File: config.mk
export PLATFORM = sky130hd
export DESIGN_NAME = mem_bus_arbiter
export DESIGN_NICKNAME = d
export VERILOG_FILES = /design/src/rtl/mem_bus_arbiter_pkg.sv /design/src/rtl/mem_tag_owner_table.sv /design/src/rtl/mem_bus_arbiter.sv
export SDC_FILE = /design/constraint.sdc
export NUM_CORES = 1
export LEC_CHECK = 0
export CAP_MARGIN = 30
export CORE_AREA = 2 2 175 177
export DETAILED_ROUTE_END_ITERATION = 12
export DIE_AREA = 0 0 177 179
export GPL_TIMING_DRIVEN = 0
export SLEW_MARGIN = 20
export SYNTH_ARGS = -nofsm -noshare
export SYNTH_HDL_FRONTEND = slang
export SYNTH_SLANG_ARGS = --single-unit
File: constraint.sdc
create_clock -name clock -period 2.15 [get_ports clock]
set_input_delay 0.3225 -clock clock [delete_from_list [all_inputs] [get_ports clock]]
set_output_delay 0.3225 -clock clock [all_outputs]
set_load 0.02 [all_outputs]
File: src/rtl/mem_bus_arbiter_pkg.sv
// Shared bus encodings and arbiter-owner types for the processor-memory port.
// The cache controllers, the arbiter and its tag owner table all import this package.
package mem_bus_arbiter_pkg;

  typedef enum logic [1:0] {
    BUS_NONE  = 2'h0,
    BUS_LOAD  = 2'h1,
    BUS_STORE = 2'h2
  } BUS_COMMAND;

  typedef enum logic [1:0] {
    BYTE   = 2'h0,
    HALF   = 2'h1,
    WORD   = 2'h2,
    DOUBLE = 2'h3
  } MEM_SIZE;

  typedef enum logic {
    ARB_ICACHE = 1'b0,
    ARB_DCACHE = 1'b1
  } ARB_OWNER;

  localparam int ARB_STARVE_LIMIT = 4;

  // The I-cache may only load; the D-cache may load or store.
  function automatic logic is_request(input logic [1:0] cmd, input logic allow_store);
    return (cmd == BUS_LOAD) || (allow_store && (cmd == BUS_STORE));
  endfunction

endpackage

File: src/rtl/mem_tag_owner_table.sv
// Remembers which cache owns each outstanding memory load tag.
// Flags returns of unowned tags and allocations that clobber a live entry.
module mem_tag_owner_table
  import mem_bus_arbiter_pkg::*;
#(
  parameter int NUM_TAGS = 16
) (
  input  logic                        clock,
  input  logic                        reset,
  input  logic                        alloc_en_i,
  input  logic [$clog2(NUM_TAGS)-1:0] alloc_tag_i,
  input  ARB_OWNER                    alloc_owner_i,
  input  logic [$clog2(NUM_TAGS)-1:0] lookup_tag_i,
  output logic                        lookup_hit_o,
  output ARB_OWNER                    lookup_owner_o,
  output logic                        tag_error_o
);

  localparam int TAG_W = $clog2(NUM_TAGS);

  logic [NUM_TAGS-1:0] valid_q, valid_d;
  ARB_OWNER            owner_q [NUM_TAGS];
  ARB_OWNER            owner_d [NUM_TAGS];
  logic                error_q, error_d;
  logic                lookup_req;
  logic                clear_en;
  logic                alloc_clobber;

  assign lookup_req     = (lookup_tag_i != '0);
  assign lookup_hit_o   = lookup_req && valid_q[lookup_tag_i];
  assign lookup_owner_o = owner_q[lookup_tag_i];
  assign clear_en       = lookup_hit_o;
  assign tag_error_o    = error_q;

  // An entry freed by a return in the same cycle is not a clobber.
  assign alloc_clobber = alloc_en_i && valid_q[alloc_tag_i] &&
                         !(clear_en && (lookup_tag_i == alloc_tag_i));

  assign error_d = error_q || alloc_clobber || (lookup_req && !valid_q[lookup_tag_i]);

  genvar gi;
  generate
    for (gi = 0; gi < NUM_TAGS; gi++) begin : g_entry
      logic alloc_here;
      logic clear_here;
      assign alloc_here   = alloc_en_i && (alloc_tag_i == TAG_W'(gi));
      assign clear_here   = clear_en && (lookup_tag_i == TAG_W'(gi));
      // Allocation takes precedence over a same-index clear.
      assign valid_d[gi]  = alloc_here ? 1'b1 : (clear_here ? 1'b0 : valid_q[gi]);
      assign owner_d[gi]  = alloc_here ? alloc_owner_i : owner_q[gi];
    end
  endgenerate

  always_ff @(posedge clock or negedge reset) begin
    if (!reset) begin
      valid_q <= '0;
      error_q <= 1'b0;
      for (int i = 0; i < NUM_TAGS; i++) owner_q[i] <= ARB_ICACHE;
    end else begin
      valid_q <= valid_d;
      error_q <= error_d;
      for (int i = 0; i < NUM_TAGS; i++) owner_q[i] <= owner_d[i];
    end
  end

endmodule

File: src/rtl/mem_bus_arbiter.sv
// Shares the processor-memory port between the I-cache and D-cache, holding a grant
// across memory retries and steering tagged load returns back to their owner.
module mem_bus_arbiter
  import mem_bus_arbiter_pkg::*;
#(
  parameter int XLEN         = 32,
  parameter int NUM_TAGS     = 16,
  parameter int STARVE_LIMIT = ARB_STARVE_LIMIT
) (
  input  logic            clock,
  input  logic            reset,
  input  logic [1:0]      icache2arb_command,
  input  logic [XLEN-1:0] icache2arb_addr,
  output logic [3:0]      arb2icache_response,
  output logic [3:0]      arb2icache_tag,
  output logic [63:0]     arb2icache_data,
  input  logic [1:0]      dcache2arb_command,
  input  logic [XLEN-1:0] dcache2arb_addr,
  input  logic [63:0]     dcache2arb_data,
  input  logic [1:0]      dcache2arb_size,
  output logic [3:0]      arb2dcache_response,
  output logic [3:0]      arb2dcache_tag,
  output logic [63:0]     arb2dcache_data,
  output logic [1:0]      proc2mem_command,
  output logic [XLEN-1:0] proc2mem_addr,
  output logic [63:0]     proc2mem_data,
  output logic [1:0]      proc2mem_size,
  input  logic [3:0]      mem2proc_response,
  input  logic [63:0]     mem2proc_data,
  input  logic [3:0]      mem2proc_tag,
  output logic            arb_grant_dcache,
  output logic            arb_tag_error
);

  localparam int                CNT_W      = $clog2(STARVE_LIMIT + 1);
  localparam logic [CNT_W-1:0]  STARVE_MAX = CNT_W'(STARVE_LIMIT);

  logic             icache_req, dcache_req;
  logic             locked_active;
  logic             grant_valid;
  ARB_OWNER         grant_owner;
  logic [1:0]       grant_cmd;
  logic             accepted;
  logic             alloc_en;
  logic             lookup_hit;
  ARB_OWNER         lookup_owner;

  logic             lock_valid_q, lock_valid_d;
  ARB_OWNER         lock_owner_q, lock_owner_d;
  logic [CNT_W-1:0] starve_q, starve_d;

  assign icache_req = is_request(icache2arb_command, 1'b0);
  assign dcache_req = is_request(dcache2arb_command, 1'b1);

  always_comb begin
    grant_valid   = 1'b0;
    grant_owner   = ARB_ICACHE;
    locked_active = lock_valid_q &&
                    ((lock_owner_q == ARB_DCACHE) ? dcache_req : icache_req);
    if (locked_active) begin
      grant_valid = 1'b1;
      grant_owner = lock_owner_q;
    end else if (icache_req && (starve_q == STARVE_MAX)) begin
      grant_valid = 1'b1;
      grant_owner = ARB_ICACHE;
    end else if (dcache_req) begin
      grant_valid = 1'b1;
      grant_owner = ARB_DCACHE;
    end else if (icache_req) begin
      grant_valid = 1'b1;
      grant_owner = ARB_ICACHE;
    end
  end

  assign grant_cmd = (grant_owner == ARB_DCACHE) ? dcache2arb_command : BUS_LOAD;
  assign accepted  = grant_valid && (mem2proc_response != '0);
  assign alloc_en  = accepted && (grant_cmd == BUS_LOAD);

  mem_tag_owner_table #(
    .NUM_TAGS (NUM_TAGS)
  ) u_owner_table (
    .clock          (clock),
    .reset          (reset),
    .alloc_en_i     (alloc_en),
    .alloc_tag_i    (mem2proc_response),
    .alloc_owner_i  (grant_owner),
    .lookup_tag_i   (mem2proc_tag),
    .lookup_hit_o   (lookup_hit),
    .lookup_owner_o (lookup_owner),
    .tag_error_o    (arb_tag_error)
  );

  // Everything combinational is held quiet while reset is asserted.
  always_comb begin
    proc2mem_command    = BUS_NONE;
    proc2mem_addr       = '0;
    proc2mem_data       = '0;
    proc2mem_size       = BYTE;
    arb2icache_response = '0;
    arb2dcache_response = '0;
    arb2icache_tag      = '0;
    arb2dcache_tag      = '0;
    arb2icache_data     = '0;
    arb2dcache_data     = '0;
    arb_grant_dcache    = 1'b0;
    if (reset) begin
      arb2icache_data = mem2proc_data;
      arb2dcache_data = mem2proc_data;
      if (grant_valid) begin
        if (grant_owner == ARB_DCACHE) begin
          proc2mem_command    = dcache2arb_command;
          proc2mem_addr       = dcache2arb_addr;
          proc2mem_data       = dcache2arb_data;
          proc2mem_size       = dcache2arb_size;
          arb2dcache_response = mem2proc_response;
          arb_grant_dcache    = 1'b1;
        end else begin
          proc2mem_command    = BUS_LOAD;
          proc2mem_addr       = icache2arb_addr;
          proc2mem_size       = DOUBLE;
          arb2icache_response = mem2proc_response;
        end
      end
      if (lookup_hit) begin
        if (lookup_owner == ARB_DCACHE) arb2dcache_tag = mem2proc_tag;
        else                            arb2icache_tag = mem2proc_tag;
      end
    end
  end

  always_comb begin
    lock_valid_d = grant_valid && (mem2proc_response == '0);
    lock_owner_d = grant_valid ? grant_owner : lock_owner_q;
    if (!icache_req || (accepted && (grant_owner == ARB_ICACHE))) begin
      starve_d = '0;
    end else if (starve_q != STARVE_MAX) begin
      starve_d = starve_q + 1'b1;
    end else begin
      starve_d = starve_q;
    end
  end

  always_ff @(posedge clock or negedge reset) begin
    if (!reset) begin
      lock_valid_q <= 1'b0;
      lock_owner_q <= ARB_ICACHE;
      starve_q     <= '0;
    end else begin
      lock_valid_q <= lock_valid_d;
      lock_owner_q <= lock_owner_d;
      starve_q     <= starve_d;
    end
  end

endmodule

==> flow_summary.ini <==
[grt]
grt_antenna_before_repair = 4
routing_usage_on_met3 = 0.0829
grt_overflow_total = 0
grt.met1_usage = 0.189
gr-usage-all-layers = 0.166
first_pass_grt_wire_length_um = 38400
globalRoute.busiestLayer = met2
use_met2 = 0.286
grt_pass1_vias = 5837
maximum_number_of_pins_on_one_net_before_global_route_repair = 20

[critical_path]
required_ns = 1.83
cp-end-kind = primary output
crit_arrival_ns = 2.20
timing.rr.start = starve_q[1]
timing.reg2reg.setup_slack_ns = 0.11
timing.critical_path.fanout_max = 4
r2r_end = u_owner_table.owner_q[3]
setup.worst_path.class = flop to primary output
worst_r2r_path_depth = 8
startpoint_type_of_the_worst_setup_path = flop

[timing]
worst_slack_ns = -0.376
rsz0062_at_grt = yes
finalHoldWorstSlack_ns = 0.440
skew_ns = 0.00415
finalSetupViolCount = 115
tightestPinTransition_ns = 0.587
final_hold_viol_count = 0
slew-limit-headroom = 0.609
post-route-min-period_ns = 2.53
min_period_over_period = 1.18
maxSlewViolCount = 0
max_freq_ghz = 0.396

[pwr]
internal-power_mw = 2.62
power_frac_clock = 0.180
switching_power_mw = 1.47
switching_share = 0.360
power.density_mw_per_mm2 = 369
combPwrFrac = 0.595
ir_worst_vdd_mv = 0.315
seq_power_share = 0.226
power.static_leakage_nw = 5.16

[final_layout]
design.final.nets = 1269
area_growth_syn_to_layout_pct = 162
drive_gt1_frac = 0.445
num-fill-cells = 3026
final_core_utilization = 0.370

[die]
die_x_um = 177
initial_utilization = 0.141
design.core.area_mm2 = 0.0300
die-height_um = 179
placement_rows = 64
dieArea_mm2 = 0.0317
floorplan.io_pins = 454

[routing]
routed-via-count = 5974
drt_pass1_iterations = 5
drt-wirelength-per-cell_um = 20.0
detail-route-antenna-nets = 0
first_iter_violations = 293
drt_wl_total_um = 29100
post_drt_via_cell_ratio = 4.10
route.detailed.drc = 0

[yosys]
syn-num-nets = 757
synth_flop_cell = sky130_fd_sc_hd__dfrtp_1
synthesis.instances = 547
synth_seq_cells = 38
synth_enable_flop_cells = 0
netlist_area_mm2 = 0.00423
avgSynthCellArea_um2 = 7.74
synth_top_area_cell = sky130_fd_sc_hd__dfrtp_1
synthDistinctLibCells = 42
post_synth_most_frequent_cells = sky130_fd_sc_hd__and2_1, sky130_fd_sc_hd__buf_4, sky130_fd_sc_hd__o21ai_0, sky130_fd_sc_hd__nand3_1, sky130_fd_sc_hd__clkbuf_1
synth_warnings = 0
synth.area.top_cells = sky130_fd_sc_hd__dfrtp_1, sky130_fd_sc_hd__and2_1, sky130_fd_sc_hd__buf_4
asyncSetResetFlopFracSynth = 1.00
synthMostInstantiatedCell = sky130_fd_sc_hd__and2_1
synth.top_cell.area_share = 0.225
synth_sequential_area_ratio = 0.225

[cts]
cts.htree.levels = 2
clock_latency_ns = 0.28
num_clock_sinks = 38
path_clk_slew_ns = 0.06
tritoncts_clock_tree = done
tritoncts.num_buffers = 5
cts_max_path_buffers = 2
master_cell_of_the_clock_root_buffer = sky130_fd_sc_hd__clkbuf_16

[placed_design]
hpwlAfterDp_um = 23300
place.gp.congestion = 0.861
port_buffers = 451

[outcome]
violations = negative setup slack
run_status = finished, violations left

[worst_hold_path]
worstHoldPathType = input pin to asynchronous set/reset pin

[job]
drv.max_cap_violation_count = 0
-- logic make-up after synthesis --
| group | Yosys count | share of synthesized area |
|---|---|---|
| AOI/OAI and AO/OA | 93 | 0.117 |
| xor gates and xnor gates | 6 | 0.0124 |
| adders and majority gates | 2 | 0.00591 |
| buffers and inverters | 118 | 0.167 |
| DFF | 38 | 0.225 |
| muxes | 32 | 0.118 |
| and+or+nand+nor | 258 | 0.355 |
-- layer usage --
metal,wire [µm],vias to the layer above
li1,-,2835
met1,11000,2768
met2,13500,330
met3,3930,35
met4,584,6
met5,47,-
-- flip-flops by register name, indices dropped and copies added (netlist names) --
signal                     count
u_owner_table.tag_error_o      1
lock_valid_q                   1
u_owner_table.owner_q         16
starve_q                       3
lock_owner_q                   1
u_owner_table.valid_q         16
-- worst max-delay path: stages (launching register included) --
cell and delay, ns:
sky130_fd_sc_hd__dfrtp_1 0.37, sky130_fd_sc_hd__mux4_2 0.52, sky130_fd_sc_hd__mux4_2 0.55, sky130_fd_sc_hd__buf_6 0.16, sky130_fd_sc_hd__nor4b_2 0.15, sky130_fd_sc_hd__buf_4 0.17
-- stage by stage --
step,cells,TNS [ns],power (mW),setup slack (ns),instance area [µm²]
4_1_cts,1426,-28.04,3.85,-0.380,9850
2_1_floorplan,547,-0.967,1.92,-0.206,4310
3_5_place_dp,1395,-307.42,3.04,-1.88,9350
3_3_place_gp,1394,-583.62,3.01,-2.80,9320
5_1_grt,1456,-36.33,4.30,-0.432,11100
6_report,1457,-26.97,4.10,-0.376,11100
-- power groups by stage --
stage / Combinational (mW) / Clock, mW / Sequential (mW)
final: 2.44 / 0.737 / 0.925
after global routing: 2.59 / 0.778 / 0.940
after CTS: 2.17 / 0.751 / 0.923
after detailed placement: 2.10 / 0 / 0.936
after global placement: 2.09 / 0 / 0.925
after floorplan: 1.01 / 0 / 0.908
-- what timing repair did --
action	CTS	global route
resized for setup	887	278
endpoints found under the hold margin	19	0
hold buffers	2	0
setup buffers	22	19
setup endpoints to repair	272	128
pin swaps	44	77
cloned	2	11
-- final cells by class --
type                            instances  area, µm²  area share
Timing Repair Buffer                  510       5270       0.475
Buffer                                109        922      0.0830
Sequential cell                        38        951      0.0856
Clock buffer                            6        139      0.0125
Clock inverter                          2       12.5     0.00113
Inverter                                4       15.0     0.00135
Tap cell                              396        495      0.0446
Multi-Input combinational cell        391       3290       0.297
Antenna cell                            1       2.50    0.000225
-- worst max-delay path by stage --
| stage | startpoint | to | slack [ns] | cells after the start |
|---|---|---|---|---|
| floorplan | mem2proc_tag[1] | arb2dcache_tag[0] | -0.21 | 5 |
| global placement | reset | proc2mem_addr[17] | -2.80 | 7 |
| detailed placement | dcache2arb_command[0] | proc2mem_addr[17] | -1.88 | 8 |
| CTS | u_owner_table.owner_q[0] | arb2icache_tag[0] | -0.38 | 5 |
| global route | u_owner_table.owner_q[4] | arb2icache_tag[0] | -0.43 | 5 |
| finish | u_owner_table.owner_q[0] | arb2dcache_tag[1] | -0.38 | 5 |
-- layout by cell type, fill, tap and decap left out, types with 11 or more instances in the layout --
| cell type | n |
|---|---|
| sky130_fd_sc_hd__dlygate4sd2_1 | 128 |
| sky130_fd_sc_hd__clkbuf_16 | 17 |
| sky130_fd_sc_hd__o21ai_0 | 16 |
| sky130_fd_sc_hd__dfrtp_1 | 38 |
| sky130_fd_sc_hd__mux2_2 | 15 |
| sky130_fd_sc_hd__and2_1 | 64 |
| sky130_fd_sc_hd__buf_4 | 117 |
| sky130_fd_sc_hd__nand2_1 | 29 |
| sky130_fd_sc_hd__nand3_1 | 27 |
| sky130_fd_sc_hd__a21oi_2 | 23 |
| sky130_fd_sc_hd__clkdlybuf4s50_1 | 199 |
| sky130_fd_sc_hd__buf_8 | 31 |
| sky130_fd_sc_hd__and2_4 | 69 |
| sky130_fd_sc_hd__o21ai_2 | 21 |
| sky130_fd_sc_hd__nand3_2 | 11 |
| sky130_fd_sc_hd__buf_6 | 86 |
Power figures use the tool's default switching activity.
